File: src/rtl/cdb_arbiter_pkg.sv
`default_nettype none
// ============================================================================
// rv32i_types : shared core types -- CDB payload and functional-unit indices
// Rev 1.0
// ============================================================================
package rv32i_types;

  localparam int NUM_CDB_SRC = 5;

  localparam int SRC_ALU    = 0;
  localparam int SRC_MUL    = 1;
  localparam int SRC_DIV    = 2;
  localparam int SRC_MEM    = 3;
  localparam int SRC_BRANCH = 4;

  localparam int XLEN       = 32;
  localparam int ROB_IDX_W  = 5;
  localparam int ARCH_REG_W = 5;

  typedef struct packed {
    logic                  valid;
    logic [ROB_IDX_W-1:0]  rob_idx;
    logic [ARCH_REG_W-1:0] rd_s;
    logic [XLEN-1:0]       rd_v;
  } cdb_t;

endpackage
`default_nettype wire

File: src/rtl/cdb_arbiter_if.sv
`default_nettype none
// ============================================================================
// cdb_arbiter_if : result-source handshake and CDB broadcast bundle
// Rev 1.0
// ============================================================================
interface cdb_arbiter_if #(
  parameter int NUM_CDB_SRC = rv32i_types::NUM_CDB_SRC
);
  import rv32i_types::*;

  logic [NUM_CDB_SRC-1:0] src_valid;
  cdb_t                   src_data [NUM_CDB_SRC];
  logic [NUM_CDB_SRC-1:0] src_ready;
  cdb_t                   cdb_out;

  modport master (
    output src_valid,
    output src_data,
    input  src_ready,
    input  cdb_out
  );

  modport slave (
    input  src_valid,
    input  src_data,
    output src_ready,
    output cdb_out
  );

endinterface
`default_nettype wire

File: src/rtl/cdb_arbiter_rr_arbiter.sv
`default_nettype none
// ============================================================================
// rr_arbiter : combinational round-robin pick, starting the search at ptr
// Rev 1.0
// ============================================================================
module rr_arbiter #(
  parameter int NUM_REQ = 5,
  parameter int IDX_W   = (NUM_REQ > 1) ? $clog2(NUM_REQ) : 1
) (
  input  logic [NUM_REQ-1:0] req,
  input  logic [IDX_W-1:0]   ptr,
  output logic [NUM_REQ-1:0] gnt,
  output logic [IDX_W-1:0]   gnt_idx,
  output logic               gnt_any
);

  always_comb begin
    logic [IDX_W-1:0] cand;
    int               sum;
    gnt     = '0;
    gnt_idx = '0;
    gnt_any = 1'b0;
    cand    = '0;
    sum     = 0;
    // Walk ptr, ptr+1, ... modulo NUM_REQ; the first requester found wins.
    for (int off = 0; off < NUM_REQ; off++) begin
      sum = int'(ptr) + off;
      if (sum >= NUM_REQ) begin
        sum = sum - NUM_REQ;
      end
      cand = IDX_W'(sum);
      if (!gnt_any && req[cand]) begin
        gnt[cand] = 1'b1;
        gnt_idx   = cand;
        gnt_any   = 1'b1;
      end
    end
  end

endmodule
`default_nettype wire

File: src/rtl/cdb_arbiter.sv
`default_nettype none
// ============================================================================
// cdb_arbiter : one holding slot per functional unit, round-robin onto the CDB
// Rev 1.0
// ============================================================================
module cdb_arbiter #(
  parameter int NUM_CDB_SRC = rv32i_types::NUM_CDB_SRC
) (
  input  logic         clk,
  input  logic         rst_n,
  input  logic         flush,
  cdb_arbiter_if.slave bus
);
  import rv32i_types::*;

  localparam int               IDX_W    = (NUM_CDB_SRC > 1) ? $clog2(NUM_CDB_SRC) : 1;
  localparam logic [IDX_W-1:0] LAST_IDX = IDX_W'(NUM_CDB_SRC - 1);

  logic [NUM_CDB_SRC-1:0] slot_valid_q;
  logic [NUM_CDB_SRC-1:0] slot_valid_d;
  cdb_t                   slot_data_q [NUM_CDB_SRC];
  cdb_t                   slot_data_d [NUM_CDB_SRC];
  logic [IDX_W-1:0]       rr_ptr_q;
  logic [IDX_W-1:0]       rr_ptr_d;
  cdb_t                   cdb_out_q;
  cdb_t                   cdb_out_d;

  logic [NUM_CDB_SRC-1:0] grant;
  logic [IDX_W-1:0]       grant_idx;
  logic                   grant_any;
  logic [NUM_CDB_SRC-1:0] src_ready;
  logic [NUM_CDB_SRC-1:0] accept;

  rr_arbiter #(
    .NUM_REQ (NUM_CDB_SRC),
    .IDX_W   (IDX_W)
  ) u_rr_arbiter (
    .req     (slot_valid_q),
    .ptr     (rr_ptr_q),
    .gnt     (grant),
    .gnt_idx (grant_idx),
    .gnt_any (grant_any)
  );

  // A slot being drained this cycle can take a new result in the same cycle.
  assign src_ready     = (~slot_valid_q | grant) & {NUM_CDB_SRC{~flush & rst_n}};
  assign accept        = bus.src_valid & src_ready;
  assign bus.src_ready = src_ready;
  assign bus.cdb_out   = cdb_out_q;

  always_comb begin
    slot_valid_d = slot_valid_q;
    for (int i = 0; i < NUM_CDB_SRC; i++) begin
      slot_data_d[i] = slot_data_q[i];
      if (flush) begin
        slot_valid_d[i] = 1'b0;
      end else if (accept[i]) begin
        slot_valid_d[i] = 1'b1;
        slot_data_d[i]  = bus.src_data[i];
      end else if (grant[i]) begin
        slot_valid_d[i] = 1'b0;
      end
    end
  end

  always_comb begin
    cdb_out_d = '0;
    rr_ptr_d  = rr_ptr_q;
    if (!flush && grant_any) begin
      cdb_out_d       = slot_data_q[grant_idx];
      cdb_out_d.valid = 1'b1;
      rr_ptr_d        = (grant_idx == LAST_IDX) ? '0 : grant_idx + 1'b1;
    end
  end

  always_ff @(posedge clk) begin
    if (!rst_n) begin
      slot_valid_q <= '0;
      rr_ptr_q     <= '0;
      cdb_out_q    <= '0;
      for (int i = 0; i < NUM_CDB_SRC; i++) begin
        slot_data_q[i] <= '0;
      end
    end else begin
      slot_valid_q <= slot_valid_d;
      rr_ptr_q     <= rr_ptr_d;
      cdb_out_q    <= cdb_out_d;
      for (int i = 0; i < NUM_CDB_SRC; i++) begin
        slot_data_q[i] <= slot_data_d[i];
      end
    end
  end

endmodule
`default_nettype wire
File: src/flat_wrapper.sv
// flat-port wrapper written by rule: the top's interface ports become plain ports
module cdb_arbiter_flat import rv32i_types::*;
#(
  parameter int NUM_CDB_SRC = rv32i_types::NUM_CDB_SRC
)
  (clk, rst_n, flush, bus_src_valid, bus_src_data, bus_src_ready, bus_cdb_out);
  cdb_arbiter_if #(.NUM_CDB_SRC(NUM_CDB_SRC)) bus_i ();
  input  logic clk;
  input  logic rst_n;
  input  logic flush;
  input wire logic [$bits(bus_i.src_valid)-1:0] bus_src_valid;
  input wire logic [$bits(bus_i.src_data)-1:0] bus_src_data;
  output wire logic [$bits(bus_i.src_ready)-1:0] bus_src_ready;
  output wire logic [$bits(bus_i.cdb_out)-1:0] bus_cdb_out;
  assign bus_i.src_valid = bus_src_valid;
  assign bus_i.src_data = {>>{bus_src_data}};
  assign bus_src_ready = bus_i.src_ready;
  assign bus_cdb_out = bus_i.cdb_out;
  cdb_arbiter #(.NUM_CDB_SRC(NUM_CDB_SRC)) u_core (.clk(clk), .rst_n(rst_n), .flush(flush), .bus(bus_i));
endmodule
File: config.mk
export PLATFORM = sky130hd
export DESIGN_NAME = cdb_arbiter_flat
export DESIGN_NICKNAME = d
export VERILOG_FILES = /design/src/rtl/cdb_arbiter_pkg.sv /design/src/rtl/cdb_arbiter_if.sv /design/src/rtl/cdb_arbiter_rr_arbiter.sv /design/src/rtl/cdb_arbiter.sv /design/src/flat_wrapper.sv
export SDC_FILE = /design/constraint.sdc
export NUM_CORES = 1
export LEC_CHECK = 0
export ABC_AREA = 1
export BUFFER_PORTS_ARGS = -buffer_cell sky130_fd_sc_hd__buf_2
export CORE_UTILIZATION = 45
export DETAILED_ROUTE_END_ITERATION = 6
export PLACE_DENSITY = 0.69
export SKIP_CTS_REPAIR_TIMING = 1
export SYNTH_ARGS = -nofsm -noshare
export SYNTH_HDL_FRONTEND = slang
export SYNTH_SLANG_ARGS = --single-unit
File: constraint.sdc
create_clock -name clk -period 4.1 [get_ports clk]
set_input_delay 0 -clock clk [delete_from_list [all_inputs] [get_ports clk]]
set_output_delay 0 -clock clk [all_outputs]
set_load 0.005 [all_outputs]
**Yosys cells after proc, flatten, opt, wreduce, memory -nomap -nowiden**

Memory sizes are Yosys's and may differ from the RTL's.
Cells that the tools add are included.
W data, S select, Z words.

- Magnitude comparators: 15
- Equal/unequal tests: 11
- Bitwise gates (word level): 16
- Add/sub/neg operators: 10
- Reduce and logical (&&, ||, !) cells: 27
- Muxes and demuxes: 69

Operators by type and width:

| cell | number |
|---|---|
| $mux W43 | 16 |
| $mux W3 | 11 |
| $mux W1 | 27 |
| $mux W5 | 5 |
| $or A5 B5 Y5 | 5 |
| $lt A3 B4 Y1 const B | 5 |
| $ge A4 B3 Y1 const B | 4 |
| $bmux W1 S3 | 5 |
| $demux W1 S3 | 5 |
| $ge A3 B1 Y1 const B | 5 |
| $reduce_and A3 Y1 | 5 |
| $sub A3 B3 Y3 const B | 5 |
| $and A5 B5 Y5 | 2 |
| $logic_and A1 B1 Y1 | 10 |
| $ne A2 B2 Y1 const B | 5 |
| $reduce_bool A2 Y1 | 5 |
| $add A3 B2 Y4 const B | 2 |
| $logic_not A1 Y1 | 5 |
| $ne A1 B1 Y1 const B | 5 |
| $not A5 Y5 | 1 |
| $or A1 B1 Y1 | 5 |
| $add A3 B1 Y4 const B | 1 |
| $add A3 B3 Y4 const B | 1 |
| $add A3 B1 Y3 const B | 1 |
| other kinds (6) | 7 |

- Input bits: 223
- Register bits: 51
- Output and inout port bits: 48
- Bits in writable memories: 215
- Memories: 1

Memories:

| name | words | bits a word | read ports | clocked after memory_dff | write ports | line | source |
|---|---|---|---|---|---|---|---|
| u_core.slot_data_q | 5 | 43 | 1 | 0 | 5 | cdb_arbiter.sv:21 | `cdb_t slot_data_q [NUM_CDB_SRC];` |

**Longest topological paths before layout**

Gate-level depths: netlist of the first run.

- Word-level depth: 23
- Depth in mapped cells: 24

**By module**

From an unflattened synthesis of the first run, not the netlist that was laid out.

- Cells, all modules: 1486
- Area, all modules: 14517.7 sq um

By module, submodules not included:

| module | instances | area an instance (sq um) | seq. area each (sq um) | cells an instance |
|---|---|---|---|---|
| cdb_arbiter | 1 | 13187.6 | 7327.0 | 1262 |
| rr_arbiter | 1 | 1330.0 | 0.0 | 224 |

**Worst setup path after synthesis of the first run**

No wires, ideal clock.

- Path kind: reg-to-reg
- From: register u_core.rr_ptr_q[1]
- To: memory u_core.slot_data_q[4][0] in the netlist's numbering, enable pin
- Stages on the path, launching flop included: 18
- Setup slack: -190 ps
- Arrival: 3890 ps
- Library setup time: 400 ps
- Clock period less this slack: 4290 ps
- Required time: 3700 ps
- Cell sequence: dfxtp_1 inv_1 ha_1 ha_1 or2_2 o21ai_1 nor2_1 nand3_1 nand3_1 nor3_2 nand2_1 nand3_2 inv_2 a21oi_4 nand2_2 buf_6 buf_6 nand2_1

RTL lines:

| item | line | source |
|---|---|---|
| from (decl) | cdb_arbiter.sv:23 | `logic [IDX_W-1:0] rr_ptr_q;` |
| from (signal assigned) | cdb_arbiter.sv:86 | `rr_ptr_q <= rr_ptr_d;` |
| to (decl) | cdb_arbiter.sv:21 |  |

==> impl_metrics.csv, run 1 <==
group,metric,value,unit
critical_path,worstSetupEndpoint,"u_core.slot_data_q[4][16]$_SDFFCE_PN0P_",
critical_path,critical_path_class,"flip-flop to flip-flop",
timing,relSlewSlack,40.9,%
critical_path,endpoint_kind,"flip-flop",
critical_path,startpoint,"u_core.rr_ptr_q[0]$_SDFFE_PN0P_",
floorplan,die_w,181,µm
logic_synthesis,synthTopCellsByCount,"366 x inv_1, 223 x nand2_1, 210 x edfxtp_1, 190 x a21oi_2, 169 x nand3_1",
floorplan,initial_utilization,45.8,%
detailed_routing,vias_per_cell,5.03,
floorplan,die_area,32900,µm²
min_path,whs_path_depth,4,
critical_path,crit_top_cell,"nand2_1",
layout,final_nets,2310,
critical_path,crit_buf_inv,4,
timing,setup_tns,0,ns
logic_synthesis,synth_top_area_share,43.5,%
placement,dpl.hpwl,24.1,mm
logic_synthesis,syn_area,14500,µm²
critical_path,arrival,4.34,ns
global_route,grt_pass1_vias,10800,
critical_path,cpPeakStageDelay,0.38,ns
critical_path,slowest_stage,"fa_1",
critical_path,worstPathRequired,4.48,ns
logic_synthesis,ys_ff_latch,261,
placement,gp_congestion,0.844,
logic_synthesis,yosysUniqueCellTypes,35,
detailed_routing,wl,43.4,mm
cts,cts.path.max_buffers,3,
timing,worst_pin_slew,0.885,ns
critical_path,timing.rr.start,"u_core.rr_ptr_q[0]$_SDFFE_PN0P_",
cts,htreeDepth,1,
layout,fill_cells,2492,
cts,numCtsBuffers,28,
logic_synthesis,yosysSeqAreaShare,50.6,%
detailed_routing,drt-initial-drc-count,1020,
global_route,grt_antenna_before_repair,1,
timing,fin_skew,0.0150,ns
global_route,grt_usage,22.3,%
logic_synthesis,async_reset_ff_share,0,%
cts,root_buffer,"clkbuf_16",
logic_synthesis,ys_top_cells_by_area,"edfxtp_1 44%, a21oi_2 11%, inv_1 9.5%, dfxtp_1 7.0%, nand3_1 5.8%",
layout,syn2layout_area_growth,35.4,%
critical_path,reg2reg_slack,0.14,ns
timing,min_period,3.96,ns
critical_path,reg2reg_to,"u_core.slot_data_q[4][16]$_SDFFCE_PN0P_",
critical_path,critPathTopFamily,"simple AND/OR/NAND/NOR gates",
min_path,hold_class,"input port to flip-flop",
power_and_ir_drop,leakagePower,9.39,nW
logic_synthesis,synth_flop_cell,"edfxtp_1",
critical_path,cp-start-kind,"flip-flop",
run,maxCapViolations,0,
cts,clock-sinks,261,
floorplan,rows,65,
layout,utilization,62.0,%
logic_synthesis,syn_inst,1611,
logic_synthesis,syn_avg_cell_area,9.00,µm²
logic_synthesis,yosys.cell_count.top_type,"inv_1",
detailed_routing,drc,4,
timing,maxSlewViolCount,0,
global_route,grt_remaining_overflow,0,
detailed_routing,ant_nets,0,
run_status,status,"finished with violations",
timing,setup_viol,0,
run_status,violations,"design-rule violations",
global_route,grt_max_degree,92,
floorplan,core,31600,µm²
timing,finalCritPeriodShare,96.5,%
detailed_routing,num_vias,12600,
logic_synthesis,syn_nets,1845,
placement,dp_cells,2224,
critical_path,path_cells,"inv_2 > ha_1 > inv_1 > fa_1 > o21bai_1 > nand2_1 > nand2_1 > nor2_1 > nand3_1 > nand3_1 > nand4_1 > nor2_4 > nand2_1 > nand3_2 > clkinv_2 > a21oi_4 > nand2_8 > clkbuf_16 > a21oi_2",
critical_path,path_depth,19,
cts,clock_latency,0.56,ns
timing,fmax,253,MHz
placement,port_buffers,265,
critical_path,crit_fanout,42,
floorplan,io_pins,271,
floorplan,die_y,181,µm
cts,path_clk_slew,0.06,ns
power_and_ir_drop,vdd_drop_max,0.955,mV
detailed_routing,post_drt_wl_per_cell,17.4,µm
global_route,grt_pass1_wl,57.8,mm
detailed_routing,first_pass_iters,7,
logic_synthesis,synth_edf_count,210,
critical_path,reg2reg_depth,19,
layout,finalNonFillerCells,2500,
logic_synthesis,synth_top_area_cell,"edfxtp_1",
power_and_ir_drop,power.density,690,nW/µm²
logic_synthesis,yosys_warnings,0,
timing,hold_viol,0,
layout,layout-drive-gt1-share,27.9,%
cts,cts_tree,"yes",
[per-layer routing]
metal | vias up | track usage (%) | part of all wire [%]
li1 | 6090 | - | -
met1 | 5894 | 31.4 | 42
met2 | 502 | 36.0 | 48
met3 | 93 | 2.47 | 6.1
met4 | 0 | 7.42 | 3.2
met5 | - | 0 | 0
[logic make-up after synthesis]
| logic type | synth area share, % |
|---|---|
| adder cells (fa/ha/maj) | 1.00 |
| AO/OA/AOI/OAI | 13.4 |
| buffers and inverters | 14.4 |
| flip-flops | 50.6 |
| XOR/XNOR | 0.242 |
| AND/OR/NAND/NOR | 20.4 |
[worst min-delay path by stage]
stage,from,endpoint,slack [ns]
after floorplan,bus_src_valid[4],u_core.slot_valid_q[4]$_SDFFE_PP0P_,0.12
after global placement,bus_src_valid[4],u_core.slot_valid_q[4]$_SDFFE_PP0P_,0.30
after detailed placement,bus_src_data[156],u_core.slot_data_q[1][27]$_SDFFCE_PN0P_,0.31
after CTS,bus_src_data[54],u_core.slot_data_q[3][11]$_SDFFCE_PN0P_,-0.28
after global routing,bus_src_data[19],u_core.slot_data_q[4][19]$_SDFFCE_PN0P_,0.28
final,bus_src_data[108],u_core.slot_data_q[2][22]$_SDFFCE_PN0P_,0.28
[state kept, by name (all words and copies together) (netlist names)]
| register | cells |
|---|---|
| u_core.rr_ptr_q | 3 |
| u_core.slot_valid_q | 5 |
| u_core.bus.cdb_out | 43 |
| u_core.slot_data_q | 210 |
[where the power goes]
group	internal (mW)	switching (mW)	total (mW)
logic	2.71	5.06	7.76
clock network	1.38	1.06	2.43
registers	3.25	0.0881	3.34
total	7.34	6.20	13.5
[worst register-to-register path, cell delays in order (launching register included)]
cell and delay, ns:
dfxtp_1 0.31, inv_2 0.14, ha_1 0.16, inv_1 0.06
fa_1 0.38, o21bai_1 0.21, nand2_1 0.12, nand2_1 0.12
nor2_1 0.19, nand3_1 0.12, nand3_1 0.14, nand4_1 0.22
nor2_4 0.22, nand2_1 0.09, nand3_2 0.16, clkinv_2 0.12
a21oi_4 0.21, nand2_8 0.18, clkbuf_16 0.34, a21oi_2 0.29
[through the flow]
stage	cell area (µm²)	worst slack [ns]	hold WS, ns	power, mW
2_1_floorplan	14500	0.219	0.117	8.45
3_3_place_gp	16400	0.165	0.302	10.6
3_5_place_dp	16400	0.150	0.308	10.7
4_1_cts	17200	0.127	-0.277	13.2
5_1_grt	19600	-0.0988	0.279	14.6
6_report	19600	0.144	0.276	13.5
[placed cells by master, fill, tap and decap left out, drive strengths merged, types with 3 or more instances in the layout]
cell type / count
inv: 373
buf: 310
nand3b: 85
nor3: 4
nor2: 123
nand3: 174
nand2: 224
o21ai: 5
clkinv: 18
nand4: 13
a21oi: 227
dfxtp: 51
edfxtp: 210
clkbuf: 36
xor2: 3
ha: 10
dlygate4sd3: 217
[cell type report]
| class | count | area, µm² | area share (%) |
|---|---|---|---|
| diodes | 1 | 2.50 | 0.0128 |
| clock buffers | 32 | 716 | 3.65 |
| clock inverters | 19 | 164 | 0.835 |
| inverters | 376 | 1410 | 7.20 |
| multi-input cells | 878 | 5200 | 26.5 |
| flip-flops and latches | 261 | 7330 | 37.3 |
| well taps | 402 | 503 | 2.56 |
| repair buffers | 531 | 4300 | 21.9 |
(Power assumes the default switching activity.)
==> run 2, diff against run 1 <==
--- a/config.mk
+++ b/config.mk
@@ -7,9 +7,9 @@
 export LEC_CHECK = 0
 export ABC_AREA = 1
 export BUFFER_PORTS_ARGS = -buffer_cell sky130_fd_sc_hd__buf_2
-export CORE_UTILIZATION = 45
+export CORE_UTILIZATION = 55
 export DETAILED_ROUTE_END_ITERATION = 6
-export PLACE_DENSITY = 0.69
+export PLACE_DENSITY = 0.79
 export SKIP_CTS_REPAIR_TIMING = 1
 export SYNTH_ARGS = -nofsm -noshare
 export SYNTH_HDL_FRONTEND = slang
==> constraint.sdc (replaced) <==
create_clock -name clk -period 5.04 [get_ports clk]
set_input_delay 0 -clock clk [delete_from_list [all_inputs] [get_ports clk]]
set_output_delay 0 -clock clk [all_outputs]
set_load 0.005 [all_outputs]
==> run 2 against run 1 <==
Worst setup slack gained 0.33 ns. Clock skew up 0.0099 ns. Critical path depth fell by 2. The flow now finishes without violations.
==> impl_metrics.csv, run 2 (same netlist as run 1, synthesis figures left out) <==
group,metric,value,unit
run_status,status,"completed",
timing,final.setup.worst_slack,0.470,ns
timing,rsz0062_at_grt,"false",
detailed_routing,drt-initial-drc-count,1448,
placement,gp_congestion,0.890,
cts,numCtsBuffers,27,
cts,root_buffer,"clkbuf_16",
placement,dpl.hpwl,23.6,mm
critical_path,crit_fanout,43,
placement,port_buffers,265,
floorplan,die_area,27000,µm²
power_and_ir_drop,power.density,561,nW/µm²
cts,path_clk_slew,0.06,ns
min_path,hold_class,"input port to flip-flop",
layout,finalNonFillerCells,2413,
cts,clock_latency,0.55,ns
critical_path,endpoint_kind,"flip-flop",
cts,clock-sinks,261,
power_and_ir_drop,leakagePower,9.13,nW
timing,fin_skew,0.0249,ns
timing,maxSlewViolCount,0,
detailed_routing,num_vias,13100,
global_route,grt_max_degree,103,
timing,fmax,219,MHz
detailed_routing,first_pass_iters,5,
timing,setup_tns,0,ns
detailed_routing,wl,44.8,mm
global_route,grt_usage,26.3,%
global_route,grt_antenna_before_repair,2,
run,maxCapViolations,0,
layout,final_nets,2290,
layout,largest_register,"u_core.slot_data_q",
layout,layout-drive-gt1-share,26.4,%
timing,setup_viol,0,
layout,largest_reg_flops,210,
detailed_routing,drc,0,
floorplan,initial_utilization,55.8,%
global_route,grt_remaining_overflow,0,
power_and_ir_drop,vdd_drop_max,0.902,mV
global_route,grt_pass1_vias,10900,
critical_path,worstPathRequired,5.47,ns
timing,finalCritPeriodShare,90.7,%
critical_path,cp-start-kind,"flip-flop",
timing,min_period,4.57,ns
timing,worst_pin_slew,1.10,ns
detailed_routing,vias_per_cell,5.43,
layout,syn2layout_area_growth,30.8,%
placement,pre_cts_slack,0.766,ns
critical_path,arrival,5.00,ns
floorplan,core,26000,µm²
floorplan,rows,59,
cts,cts.path.max_buffers,3,
floorplan,die_y,164,µm
cts,cts_tree,"yes",
layout,final_common_cell,"inv_1",
floorplan,die_w,164,µm
detailed_routing,post_drt_wl_per_cell,18.6,µm
floorplan,io_pins,271,
cts,htreeDepth,1,
layout,layout_common_cells,"366 x inv_1, 265 x buf_2, 218 x dlygate4sd3_1",
placement,dp_cells,2144,
critical_path,critical_path_class,"flip-flop to flip-flop",
timing,hold_viol,0,
timing,relSlewSlack,26.6,%
global_route,grt_pass1_wl,55.7,mm
detailed_routing,ant_nets,0,
## run 2: cell types whose count changed in the layout (fill, tap and decap cells not counted), moves of 3 or more
cell       delta
clkbuf_1     +14
buf_12       -12
clkinv_1      -7
clkbuf_16     -5
clkinv_2      -5
buf_16        -4
buf_4         +3
nand3_1       +3
## run 2: layout make-up
type,count,area (µm²)
diodes,1,2.50
clock buffers,47,771
clock inverters,3,27.5
fillers,1704,7030
inverters,376,1410
multi-input cells,877,5140
flip-flops and latches,261,7330
well taps,335,419
repair buffers,513,3860
## run 2: per-stage QoR
step           utilization (%)  cell area [µm²]  power (mW)  hold WS [ns]
4_1_cts                   64.6            16800        10.3        -0.259
3_5_place_dp              61.5            16000        8.48         0.309
3_3_place_gp              61.5            16000        8.35         0.308
2_1_floorplan                -            14500        6.88         0.117
5_1_grt                   73.0            19000        11.4         0.301
6_report                  73.0            19000        10.6         0.294
## run 2: path summary, 6_finish.rpt
check / slack, ns / endpoint / cells past startpoint / startpoint
max: 0.47 / u_core.rr_ptr_q[1]$_SDFFE_PN0P_ / 17 / u_core.rr_ptr_q[1]$_SDFFE_PN0P_
min: 0.29 / u_core.slot_data_q[3][12]$_SDFFCE_PN0P_ / 4 / bus_src_data[55]
max reg2reg: 0.47 / u_core.rr_ptr_q[1]$_SDFFE_PN0P_ / 17 / u_core.rr_ptr_q[1]$_SDFFE_PN0P_
min reg2reg: 0.55 / u_core.bus.cdb_out[14]$_SDFF_PN0_ / 4 / u_core.slot_data_q[4][14]$_SDFFCE_PN0P_
## run 2: power by group
| part | switching [mW] | internal [mW] | total, mW | leakage [nW] |
|---|---|---|---|---|
| sequential | 0.0850 | 2.65 | 2.73 | 2.59 |
| clock | 0.834 | 1.03 | 1.87 | 0.381 |
| combinational | 4.06 | 1.98 | 6.04 | 6.16 |
## run 2: routing by layer
layer  part of all wire [%]  up-vias  GRT usage [%]
met1                     37     6108           35.9
li1                       -     6047              -
met5                  0.018        -              0
met4                    4.9        2           7.95
met2                     50      765           44.0
met3                    7.8      183           3.11
## run 2: critical path: stages (launching register included)
cell and delay, ns:
dfxtp_1 0.54, inv_1 0.20, ha_1 0.25, ha_1 0.33
or2_2 0.31, o21ai_1 0.29, nor2_1 0.15, nand3_1 0.09
nand3_1 0.17, nor3_2 0.36, nand2_1 0.10, nand2_1 0.14
nor2_4 0.04, buf_4 0.29, ha_1 0.37, o21ai_0 0.15
a21oi_1 0.06, dlygate4sd3_1 0.56
==> run 3, diff against run 2 <==
--- a/config.mk
+++ b/config.mk
@@ -9,7 +9,9 @@
 export BUFFER_PORTS_ARGS = -buffer_cell sky130_fd_sc_hd__buf_2
 export CORE_UTILIZATION = 55
 export DETAILED_ROUTE_END_ITERATION = 6
+export GPL_ROUTABILITY_DRIVEN = 0
 export PLACE_DENSITY = 0.79
+export RECOVER_POWER = 25
 export SKIP_CTS_REPAIR_TIMING = 1
 export SYNTH_ARGS = -nofsm -noshare
 export SYNTH_HDL_FRONTEND = slang
==> run 3 against run 2 <==
Maximum frequency grew 0.94%. Final cell count is essentially flat. Utilization grew 0.29 points. Critical path depth grew 3.
==> impl_metrics.csv, run 3 (same netlist as run 1, synthesis figures left out) <==
group,metric,value,unit
detailed_routing,wl_met2,21.7,mm
placement,port_buffers,265,
timing,setup_viol,0,
min_path,hold_class,"input port to flip-flop",
cts,numCtsBuffers,28,
floorplan,io_pins,271,
detailed_routing,wl,42.7,mm
layout,layout-drive-gt1-share,25.0,%
cts,path_clk_slew,0.06,ns
layout,final_nets,2286,
power_and_ir_drop,power.density,572,nW/µm²
timing,rsz0062_at_grt,"false",
detailed_routing,post_drt_wl_per_cell,17.7,µm
critical_path,arrival,5.00,ns
cts,root_buffer,"clkbuf_16",
timing,finalCritPeriodShare,89.8,%
layout,largest_register,"u_core.slot_data_q",
run,maxCapViolations,0,
critical_path,crit_buf_inv,5,
placement,dp_cells,2139,
layout,finalNonFillerCells,2411,
global_route,grt_pass1_wl,54.3,mm
global_route,grt_remaining_overflow,0,
timing,min_period,4.53,ns
timing,setup_tns,0,ns
critical_path,cp-start-kind,"flip-flop",
detailed_routing,met1Wirelength,15.8,mm
global_route,grt_usage,25.9,%
cts,clock-sinks,261,
critical_path,slowest_stage,"dlygate4sd3_1",
floorplan,rows,59,
critical_path,critPathTopFamily,"simple AND/OR/NAND/NOR gates",
cts,htreeDepth,1,
global_route,grt_max_degree,120,
timing,worst_pin_slew,1.09,ns
power_and_ir_drop,leakagePower,9.05,nW
timing,relSlewSlack,27.4,%
detailed_routing,num_vias,13000,
layout,largest_reg_flops,210,
cts,cts_tree,"yes",
critical_path,crit_top_cell,"nand2_1",
floorplan,die_y,164,µm
floorplan,initial_utilization,55.8,%
floorplan,core,26000,µm²
floorplan,die_w,164,µm
detailed_routing,drt-initial-drc-count,1575,
global_route,grt_pass1_vias,10800,
timing,fin_skew,0.0262,ns
critical_path,cpPeakStageDelay,0.58,ns
detailed_routing,drc,0,
layout,layout_common_cells,"366 x inv_1, 227 x buf_2, 218 x dlygate4sd3_1",
detailed_routing,first_pass_iters,6,
critical_path,path_cells,"inv_1 > ha_1 > ha_1 > inv_1 > nand2_1 > nand2_1 > inv_1 > nor2_1 > nand2_1 > nand3_2 > nand4_1 > nor2_1 > nand2_4 > nand2_4 > inv_2 > ha_1 > a21oi_1 > nand2_1 > a21oi_1 > dlygate4sd3_1",
detailed_routing,vias_per_cell,5.38,
detailed_routing,wl_met3,3.47,mm
timing,maxSlewViolCount,0,
cts,clock_latency,0.56,ns
critical_path,endpoint_kind,"flip-flop",
critical_path,crit_fanout,35,
critical_path,critical_path_class,"flip-flop to flip-flop",
critical_path,worstPathRequired,5.52,ns
layout,final_common_cell,"inv_1",
timing,fmax,221,MHz
cts,cts.path.max_buffers,3,
layout,syn2layout_area_growth,31.4,%
global_route,grt_antenna_before_repair,2,
detailed_routing,ant_nets,0,
power_and_ir_drop,vdd_drop_max,0.831,mV
detailed_routing,top_layer_used,"met4",
timing,hold_viol,0,
run_status,status,"completed",
floorplan,die_area,27000,µm²
placement,dpl.hpwl,22.7,mm
layout,fill_cells,1720,
[run 3: cell types whose count changed in the layout (fill, tap and decap cells not counted), sizes merged]
cell      previous run  this run
bufinv               0         6
buf                295       250
inv                374       373
clkinv               5        17
clkbuf              47        70
diode                1         2
clkinvlp             0         2
[run 3: cell type report]
type / instances / area, µm² / area share (%)
multi-input cells: 877 / 5130 / 27.0
repair buffers: 508 / 3740 / 19.7
flip-flops and latches: 261 / 7330 / 38.5
diodes: 2 / 5.00 / 0.0263
clock buffers: 30 / 718 / 3.77
well taps: 335 / 419 / 2.20
clock inverters: 22 / 280 / 1.47
inverters: 376 / 1410 / 7.42
[run 3: metrics by stage]
stage | hold slack, ns | instance area, µm² | setup slack [ns] | util (%) | power, mW
final | 0.292 | 19000 | 0.512 | 73.3 | 10.9
after global routing | 0.307 | 19000 | 0.177 | 73.3 | 11.6
after CTS | -0.265 | 16900 | 0.827 | 65.1 | 10.6
after detailed placement | 0.309 | 15900 | 0.847 | 61.3 | 8.36
after global placement | 0.310 | 15900 | 0.991 | 61.3 | 8.21
after floorplan | 0.117 | 14500 | 0.750 | - | 6.88
[run 3: worst register-to-register path: cells and delay by family, from the launching register on]
kind	cells	cell delay, ns
AO/OA/AOI/OAI	2	0.31
adder cells (fa/ha/maj)	3	0.76
AND/OR/NAND/NOR	10	1.82
buffers and inverters	5	1.09
flip-flops	1	0.50
[run 3: power by group]
group | internal, mW | switching [mW]
clock network | 1.34 | 0.892
logic | 1.91 | 4.02
registers | 2.65 | 0.0806
[run 3: layer usage]
layer  track usage [%]  vias to the layer above
li1                  -                     6041
met1              34.3                     6018
met2              43.1                      770
met3              3.26                      134
met4              10.4                        0
met5                 0                        -
[run 3: final timing paths]
check | from | to | slack, ns | cells past startpoint
setup / recovery | u_core.rr_ptr_q[1]$_SDFFE_PN0P_ | u_core.rr_ptr_q[2]$_SDFFE_PN0P_ | 0.51 | 20
hold / removal | bus_src_data[54] | u_core.slot_data_q[3][11]$_SDFFCE_PN0P_ | 0.29 | 4
setup reg to reg | u_core.rr_ptr_q[1]$_SDFFE_PN0P_ | u_core.rr_ptr_q[2]$_SDFFE_PN0P_ | 0.51 | 20
hold reg to reg | u_core.slot_data_q[4][41]$_SDFFCE_PN0P_ | u_core.bus.cdb_out[41]$_SDFF_PN0_ | 0.56 | 4
